--- config.mk ---
export PLATFORM = sky130hd
export DESIGN_NAME = branch_pattern_table
export DESIGN_NICKNAME = d
export VERILOG_FILES = /design/src/rtl/branch_pattern_table.sv
export SDC_FILE = /design/constraint.sdc
export NUM_CORES = 1
export LEC_CHECK = 0
export CAP_MARGIN = 20
export CORE_UTILIZATION = 35
export DETAILED_ROUTE_END_ITERATION = 8
export PLACE_DENSITY = 0.63
export SYNTH_ARGS = -nofsm -noshare
export SYNTH_HDL_FRONTEND = slang
export SYNTH_SLANG_ARGS = --single-unit
--- constraint.sdc ---
create_clock -name clk -period 4.5 [get_ports clk]
set_input_delay 0.9 -clock clk [delete_from_list [all_inputs] [get_ports clk]]
set_output_delay 0.9 -clock clk [all_outputs]
set_load 0.005 [all_outputs]
--- src/rtl/branch_pattern_table.sv ---
// Pattern history table of saturating counters with optional gshare
// indexing, a reset-time initialisation sweep and mispredict counters.
// Handshake: a lookup is taken on any cycle where fetch_valid=1 and ready=1;
// its result appears one cycle later with pred_valid=1. An update is taken on
// any cycle where mem_update=1 and ready=1. Both are dropped while ready=0,
// and there is no backpressure.
module branch_pattern_table #(
  parameter int CTR_WIDTH   = 2,
  parameter int INDEX_WIDTH = 6,
  parameter int GHR_WIDTH   = 6,
  parameter int USE_GSHARE  = 1,
  parameter int PC_LSB      = 2
) (
  input  logic                   clk,
  input  logic                   rst,
  input  logic                   fetch_valid,
  input  logic [31:0]            fetch_pc,
  output logic                   pred_valid,
  output logic                   pred_taken,
  output logic [CTR_WIDTH-1:0]   pred_counter,
  output logic [INDEX_WIDTH-1:0] pred_index,
  output logic                   ready,
  input  logic                   mem_update,
  input  logic [INDEX_WIDTH-1:0] mem_index,
  input  logic [CTR_WIDTH-1:0]   mem_counter,
  input  logic                   mem_actual_taken,
  output logic [GHR_WIDTH-1:0]   ghr,
  output logic [31:0]            perf_branches,
  output logic [31:0]            perf_mispredicts
);

  localparam int ENTRIES = 1 << INDEX_WIDTH;

  localparam logic [CTR_WIDTH-1:0]   WEAK_NT = {1'b0, {(CTR_WIDTH-1){1'b1}}};
  localparam logic [CTR_WIDTH-1:0]   CTR_MAX = {CTR_WIDTH{1'b1}};
  localparam logic [CTR_WIDTH-1:0]   CTR_MIN = {CTR_WIDTH{1'b0}};
  localparam logic [CTR_WIDTH-1:0]   CTR_ONE = {{(CTR_WIDTH-1){1'b0}}, 1'b1};
  localparam logic [INDEX_WIDTH-1:0] IDX_ONE = {{(INDEX_WIDTH-1){1'b0}}, 1'b1};
  localparam logic [INDEX_WIDTH-1:0] IDX_MAX = {INDEX_WIDTH{1'b1}};
  localparam logic [31:0]            PERF_MAX = 32'hFFFF_FFFF;

  // FSM states: sweeping the table after reset, then normal operation.
  localparam logic [0:0] ST_INIT = 1'b0;
  localparam logic [0:0] ST_RUN  = 1'b1;

  logic [0:0]             state_q, state_d;
  logic [INDEX_WIDTH-1:0] init_ptr_q, init_ptr_d;
  logic [CTR_WIDTH-1:0]   table_q [ENTRIES];
  logic [CTR_WIDTH-1:0]   table_d [ENTRIES];
  logic [GHR_WIDTH-1:0]   ghr_q, ghr_d;
  logic [31:0]            perf_br_q, perf_br_d;
  logic [31:0]            perf_mp_q, perf_mp_d;
  logic                   pred_valid_q, pred_valid_d;
  logic [CTR_WIDTH-1:0]   pred_counter_q, pred_counter_d;
  logic [INDEX_WIDTH-1:0] pred_index_q, pred_index_d;

  logic                   run;
  logic                   upd_accept;
  logic                   mispredict;
  logic [CTR_WIDTH-1:0]   upd_new;
  logic [INDEX_WIDTH-1:0] fetch_idx;

  assign run        = (state_q == ST_RUN);
  assign upd_accept = run & mem_update;
  assign mispredict = (mem_counter[CTR_WIDTH-1] != mem_actual_taken);

  // Fetch index: PC slice, low bits optionally folded with committed history.
  always_comb begin
    fetch_idx = fetch_pc[PC_LSB +: INDEX_WIDTH];
    if (USE_GSHARE != 0) begin
      fetch_idx[GHR_WIDTH-1:0] = fetch_idx[GHR_WIDTH-1:0] ^ ghr_q;
    end
  end

  // Saturating step of the counter carried from fetch (not the live entry).
  always_comb begin
    upd_new = mem_counter;
    if (mem_actual_taken) begin
      if (mem_counter != CTR_MAX) upd_new = mem_counter + CTR_ONE;
    end else begin
      if (mem_counter != CTR_MIN) upd_new = mem_counter - CTR_ONE;
    end
  end

  // Sweep FSM and table write port: init writes first, updates only in RUN.
  always_comb begin
    state_d    = state_q;
    init_ptr_d = init_ptr_q;
    table_d    = table_q;
    if (state_q == ST_INIT) begin
      table_d[init_ptr_q] = WEAK_NT;
      init_ptr_d          = init_ptr_q + IDX_ONE;
      if (init_ptr_q == IDX_MAX) state_d = ST_RUN;
    end else if (mem_update) begin
      table_d[mem_index] = upd_new;
    end
  end

  // Committed history and saturating performance counters.
  always_comb begin
    ghr_d     = ghr_q;
    perf_br_d = perf_br_q;
    perf_mp_d = perf_mp_q;
    if (upd_accept) begin
      ghr_d = {ghr_q[GHR_WIDTH-2:0], mem_actual_taken};
      if (perf_br_q != PERF_MAX) perf_br_d = perf_br_q + 32'd1;
      if (mispredict && (perf_mp_q != PERF_MAX)) perf_mp_d = perf_mp_q + 32'd1;
    end
  end

  // Prediction register; a same-index update this cycle is bypassed in.
  always_comb begin
    pred_valid_d   = run & fetch_valid;
    pred_counter_d = pred_counter_q;
    pred_index_d   = pred_index_q;
    if (run && fetch_valid) begin
      pred_index_d = fetch_idx;
      if (upd_accept && (mem_index == fetch_idx)) pred_counter_d = upd_new;
      else pred_counter_d = table_q[fetch_idx];
    end
  end

  // State registers; the table itself is cleared by the sweep, not by rst.
  always_ff @(posedge clk) begin
    if (rst) begin
      state_q        <= ST_INIT;
      init_ptr_q     <= '0;
      ghr_q          <= '0;
      perf_br_q      <= '0;
      perf_mp_q      <= '0;
      pred_valid_q   <= 1'b0;
      pred_counter_q <= WEAK_NT;
      pred_index_q   <= '0;
    end else begin
      state_q        <= state_d;
      init_ptr_q     <= init_ptr_d;
      table_q        <= table_d;
      ghr_q          <= ghr_d;
      perf_br_q      <= perf_br_d;
      perf_mp_q      <= perf_mp_d;
      pred_valid_q   <= pred_valid_d;
      pred_counter_q <= pred_counter_d;
      pred_index_q   <= pred_index_d;
    end
  end

  assign ready            = run;
  assign pred_valid       = pred_valid_q;
  assign pred_counter     = pred_counter_q;
  assign pred_taken       = pred_counter_q[CTR_WIDTH-1];
  assign pred_index       = pred_index_q;
  assign ghr              = ghr_q;
  assign perf_branches    = perf_br_q;
  assign perf_mispredicts = perf_mp_q;

endmodule

# Yosys cells after proc, flatten, opt, wreduce, memory -nomap -nowiden
# Cells that the tools add are included.
[word_totals]
regBits = 214
word_cells = 124
input_bits = 45
output_inout_bits = 81
[op_classes]
n_reduce_logical = 9
n_lt_le_gt_ge = 5
eq_ne = 7
n_addsub = 5
n_bitwise = 10
muxes = 16
[ops]
columns = ["op", "count"]
rows = [
  ["$mux 128", 2],
  ["$bwmux 128", 1],
  ["$add 32x1->32 const B", 2],
  ["$and 64x64->64", 1],
  ["$ne 32x32->1 const B", 2],
  ["$not 64->64", 1],
  ["$or 64x64->64", 1],
  ["$demux 2 s6", 2],
  ["$ge 7x7->1 const B", 3],
  ["$not 6->7", 3],
  ["$mux 2", 8],
  ["$lt 7x1->1 const B", 2],
  ["$bmux 2 s6", 1],
  ["$add 6x1->6 const B", 1],
  ["$eq 6x6->1", 1],
  ["$eq 6x6->1 const B", 1],
  ["$reduce_and 2->1", 3],
  ["$xor 6x6->6", 1],
  ["$logic_and 1x1->1", 5],
  ["$ne 2x2->1 const B", 2],
  ["$add 2x1->2 const B", 1],
  ["$and 1x1->1", 2],
  ["$mux 1", 2],
  ["$reduce_bool 2->1", 1],
  ["other kinds (3)", 3],
]

# Logic depth before layout (Yosys ltp)
[depth]
ltp_word = 8
mapped_depth = 9
mapped_depth_nobuf = 7

# Least setup slack after synthesis
# OpenSTA, ideal clock, no wires.
[synth_timing]
kind = "input -> register"
start = "in fetch_pc[2]"
end = "reg pred_counter_q[0], in the netlist pred_counter[0]"
required_ns = 4.372
n_path_buf = 1
setup_slack_ns = 1.792
arrival_time_ns = 2.580
cell_stages = 8
cell_sequence = "xor2_2 -> buf_6 -> mux4_2 -> mux4_2 -> nand2_1 -> o2111ai_1 -> nand4_1 -> o211ai_1"
[synth_via]
elab_chain_cells = 6
elab_cells_between_ends = 8
classes_between = "eq/ne (1); mux (4); bitwise (2); reduce/logical (1)"
[synth_lines]
columns = ["element", "line_no", "source"]
rows = [
  ["start, declared", "17", "input logic [31:0] fetch_pc,"],
  ["$xor 6x6->6 *", "71", "fetch_idx[GHR_WIDTH-1:0] = fetch_idx[GHR_WIDTH-1:0] ^ ghr_q;"],
  ["$not 6->7 (not written as such)", "119", "else pred_counter_d = table_q[fetch_idx];"],
  ["$bmux 2 s6", "119", ""],
  ["$mux 2 (not written as such) (2 in series)", "119", ""],
  ["$mux 2 *", "118", "if (upd_accept && (mem_index == fetch_idx)) pred_counter_d = upd_new;"],
  ["end signal, assigned", "142", "pred_counter_q <= pred_counter_d;"],
  ["end, declared", "54", "logic [CTR_WIDTH-1:0] pred_counter_q, pred_counter_d;"],
]
# Every way passes the cells marked *; elsewhere a longest branch is shown, timed or not. The select of a mux whose other input is x is not followed.
# A chain may end at the register's enable or synchronous reset.

# Worst setup path in the final report
# Ends and elaborated chain as after synthesis.

==> metrics.md <==
| Metric | Value |
|---|---|
| Status | finished, final reports clean |
| Die H | 186 um |
| Synth top cells by count | 214 x nor2_1, 134 x nand2_1, 128 x edfxtp_1 |
| Reg-to-Reg Start | ghr[0]$_SDFFE_PP0P_ |
| Min Tclk post-route | 3.27 ns |
| Worst min-delay path startpoint | pred_index[0]$_SDFFE_PP0P_ |
| First-pass GRT wire length | 57000 um |
| Largest net degree at the start of global routing | 110 |
| Worst min-delay path class | reg -> reg |
| Total number of vias | 10.5k |
| Seq pwr share | 0.479 |
| Clock share of power | 0.433 |
| Pint | 3.48 mW |
| Clock tree sinks | 214 |
| Share of cells above drive strength 1 | 0.0802 |
| WS Path Type | in -> reg |
| Worst Path Required | 4.92 ns |
| CP endpoint kind | flip-flop |
| Top cell type's share of synthesized area | 0.325 |
| Comb pwr share | 0.088 |
| Mean Syn Cell Area | 9.29 um2 |
| Syn-to-layout area delta | 18.6% |
| Filler Cells Inserted | 3214 |
| Cts hold-fix bufs | 0 |
| Library cells used by synthesis | 60 |
| Skew final | 0.0263 ns |
| Met2 usage in global routing | 0.337 |
| GP Congestion | 0.907 |
| Total setup buffers inserted after CTS | 0 |
| Crit path DAT | 3.69 ns |
| Max incr delay on CP | 0.59 ns |
| Die width | 186 um |
| Unrepaired setup endpoints after global routing | false |
| DRC viols | 0 |
| Worst-Skew Late Latency | 0.55 ns |
| NumNets Final | 1376 |
| CTS clk-pin slew, worst paths | 0.05 ns |
| Pre-antenna DRT Iters | 5 |
| N_diodes | 0 |
| Clock buffer depth | 3 |
| Synth top area cells | edfxtp_1 33%, dfxtp_1 15%, nor2_1 6.8% |
| GR Util met3 | 0.0442 |
| Cell chain of the critical path | clkdlybuf4s50_1 -> xor2_4 -> buf_4 -> mux4_2 -> nand2_1 -> a21oi_1 -> a211oi_1 -> a211o_1 -> o211ai_1 |
| Measured slew at the worst slew-check pin | 1.13 ns |
| Cell Area, Synth | 11800 um2 |
| Synth Register Bits | 214 |
| Top-count cell post-synth | nor2_1 |
| Post-synth net total | 1321 |
| Post-DP Area | 13200 um2 |
| Post-synth top flop | edfxtp_1 |
| CTS tree | built |
| Die area | 34500 um2 |
| P_sw | 1.12 mW |
| Gate Count Post-Synth | 1273 |
| M1 GR Usage | 0.290 |
| Seq/Total Area, Yosys | 0.471 |
| Level count of the clock H-tree | 1 |
| Row count | 66 |
| Initial Util | 0.360 |
| Cts repair resizes | 0 |
| CP startpoint | fetch_pc[2] |
| Gr usage total | 0.217 |
| Setup TNS | 0 ns |
| Max-cap violation count | 0 |
| Drt wl/cell | 21.5 um |
| Final setup vio count | 0 |
| Count of boundary I/O pins | 126 |
| Type of origin of the critical path | input pin |
| Max-slew violations | 0 |
| Max Fclk | 0.305 GHz |
| Grt ovf | 0 |
| Post-DP HPWL | 25100 um |
| Via density | 5.87 |
| Relative slew slack | 0.246 |
| Synth area leader | edfxtp_1 |
| Core area | 32900 um2 |
| Final Cell Area | 14000 um2 |
| Static Leakage | 4.70 nW |
| Routed WL | 38500 um |
| YS warnings | 0 |
| CTS Buf Count | 25 |
| Post-synth EDFFs | 128 |
| Detail Route Antenna Nets | 0 |
| Pwr Density | 328 nW/um2 |
| Initial antenna violation count | 0 |
| Max VDD drop | 0.237 mV |
| Worst Path Buf+Inv | 2 |
| Slowest CP cell | clkdlybuf4s50_1 |
| Root buffer cell | clkbuf_16 |
| CP delay by family, top | buffers and inverters |
| Ys async rst share | 0 |
| IO Port Bufs | 99 |
| Vias in the first global route | 9620 |
| DRT iter0 DRCs | 1229 |
| Sw Ratio | 0.243 |
| Fin. Hold Viols | 0 |
| Gr busiest metal | met2 |
| Critical path peak fanout | 15 |
| Period utilization | 0.728 |
==> metrics by stage <==
| step | hold slack, ns | total power, mW | util | std cells | setup slack [ns] |
|---|---|---|---|---|---|
| floorplan | 0.477 | 2.49 | - | 1273 | 1.79 |
| global placement | 0.483 | 2.63 | 0.402 | 1743 | 0.694 |
| detailed placement | 0.487 | 2.64 | 0.402 | 1743 | 0.694 |
| CTS | 0.497 | 4.61 | 0.427 | 1788 | 1.24 |
| global route | 0.521 | 4.72 | 0.427 | 1788 | 1.12 |
| finish | 0.500 | 4.60 | 0.427 | 1788 | 1.23 |
==> kinds of logic (layout without fill, tap and decap cells) <==
kind of cell             count (synthesis)  after routing  synth area share
buffers and inverters                  172            245            0.0579
flip-flops                             214            214             0.471
multiplexers                            36             36            0.0614
adder cells (fa/ha/maj)                  5              5           0.00487
AO/OA/AOI/OAI                          255            255             0.142
XOR/XNOR                                78             78            0.0584
AND/OR/NAND/NOR                        513            513             0.205
==> routing by layer <==
metal / part of all wire / vias up
li1: - / 4746
met5: 0 / -
met1: 0.41 / 5021
met3: 0.11 / 102
met2: 0.44 / 627
met4: 0.043 / 0
==> final timing paths <==
| check | end | slack (ns) | cells past startpoint |
|---|---|---|---|
| setup reg to reg | pred_counter[0]$_SDFFE_PP1P_ | 1.64 | 8 |
| hold / removal | pred_index[0]$_SDFFE_PP0P_ | 0.50 | 2 |
| setup / recovery | pred_counter[0]$_SDFFE_PP1P_ | 1.23 | 9 |
| hold reg to reg | pred_index[0]$_SDFFE_PP0P_ | 0.50 | 2 |
==> worst register-to-register path: stages, from the launching register on <==
cell and delay, ns:
dfxtp_1 0.52, xor2_4 0.51, buf_4 0.41, mux4_2 0.58
nand2_1 0.09, a21oi_1 0.08, a211oi_1 0.33, a211o_1 0.15
o211ai_1 0.07
==> sequential cells by signal, indices dropped and copies added, names as in the netlist <==
| signal | count |
|---|---|
| table_q | 128 |
| perf_branches | 32 |
| perf_mispredicts | 32 |
| ghr | 6 |
| init_ptr_q | 6 |
| pred_index | 6 |
| pred_counter | 2 |
| pred_valid | 1 |
| ready | 1 |
==> power by group through the flow <==
stage / clock network (mW) / logic, mW / registers (mW)
finish: 1.99 / 0.403 / 2.21
global route: 2.09 / 0.425 / 2.21
CTS: 2.01 / 0.393 / 2.20
detailed placement: 0 / 0.392 / 2.24
global placement: 0 / 0.385 / 2.24
floorplan: 0 / 0.271 / 2.22
==> layout by cell type, fill, tap and decap left out, types with 3 or more instances in the layout <==
master           instances
nor3_1                  13
a21oi_1                 86
inv_1                   73
clkbuf_1                 6
or3_1                    8
xnor2_1                 41
clkbuf_8                 3
clkinv_1                 5
clkdlybuf4s50_1         98
o21ai_0                 11
edfxtp_1               128
nor3b_1                  7
mux4_1                   4
and2_1                   9
o22ai_1                 61
a211oi_1                11
a22oi_1                  7
dfxtp_1                 85
o32ai_1                 64
or3b_2                   6
ha_1                     3
and4_1                  10
mux4_2                  24
and3b_1                  5
buf_4                   27
a31oi_1                  3
clkbuf_16               26
nor4_1                  14
nand4_1                 21
and3_1                  10
nand3_1                 39
nor2_1                 214
mux2i_1                  8
nand3b_1                 8
nand2_1                134
xor2_1                  34
==> area by class of cell <==
| cell class | instances | area (um2) | share of cell area |
|---|---|---|---|
| multi-input combinational | 887 | 5610 | 0.400 |
| sequential | 214 | 5570 | 0.397 |
| timing repair buffer | 127 | 1210 | 0.0862 |
| clock buffer | 35 | 714 | 0.0510 |
| tap | 442 | 553 | 0.0395 |
| inverter | 73 | 274 | 0.0195 |
| clock inverter | 10 | 87.6 | 0.00625 |
Power figures use the tool's default switching activity.
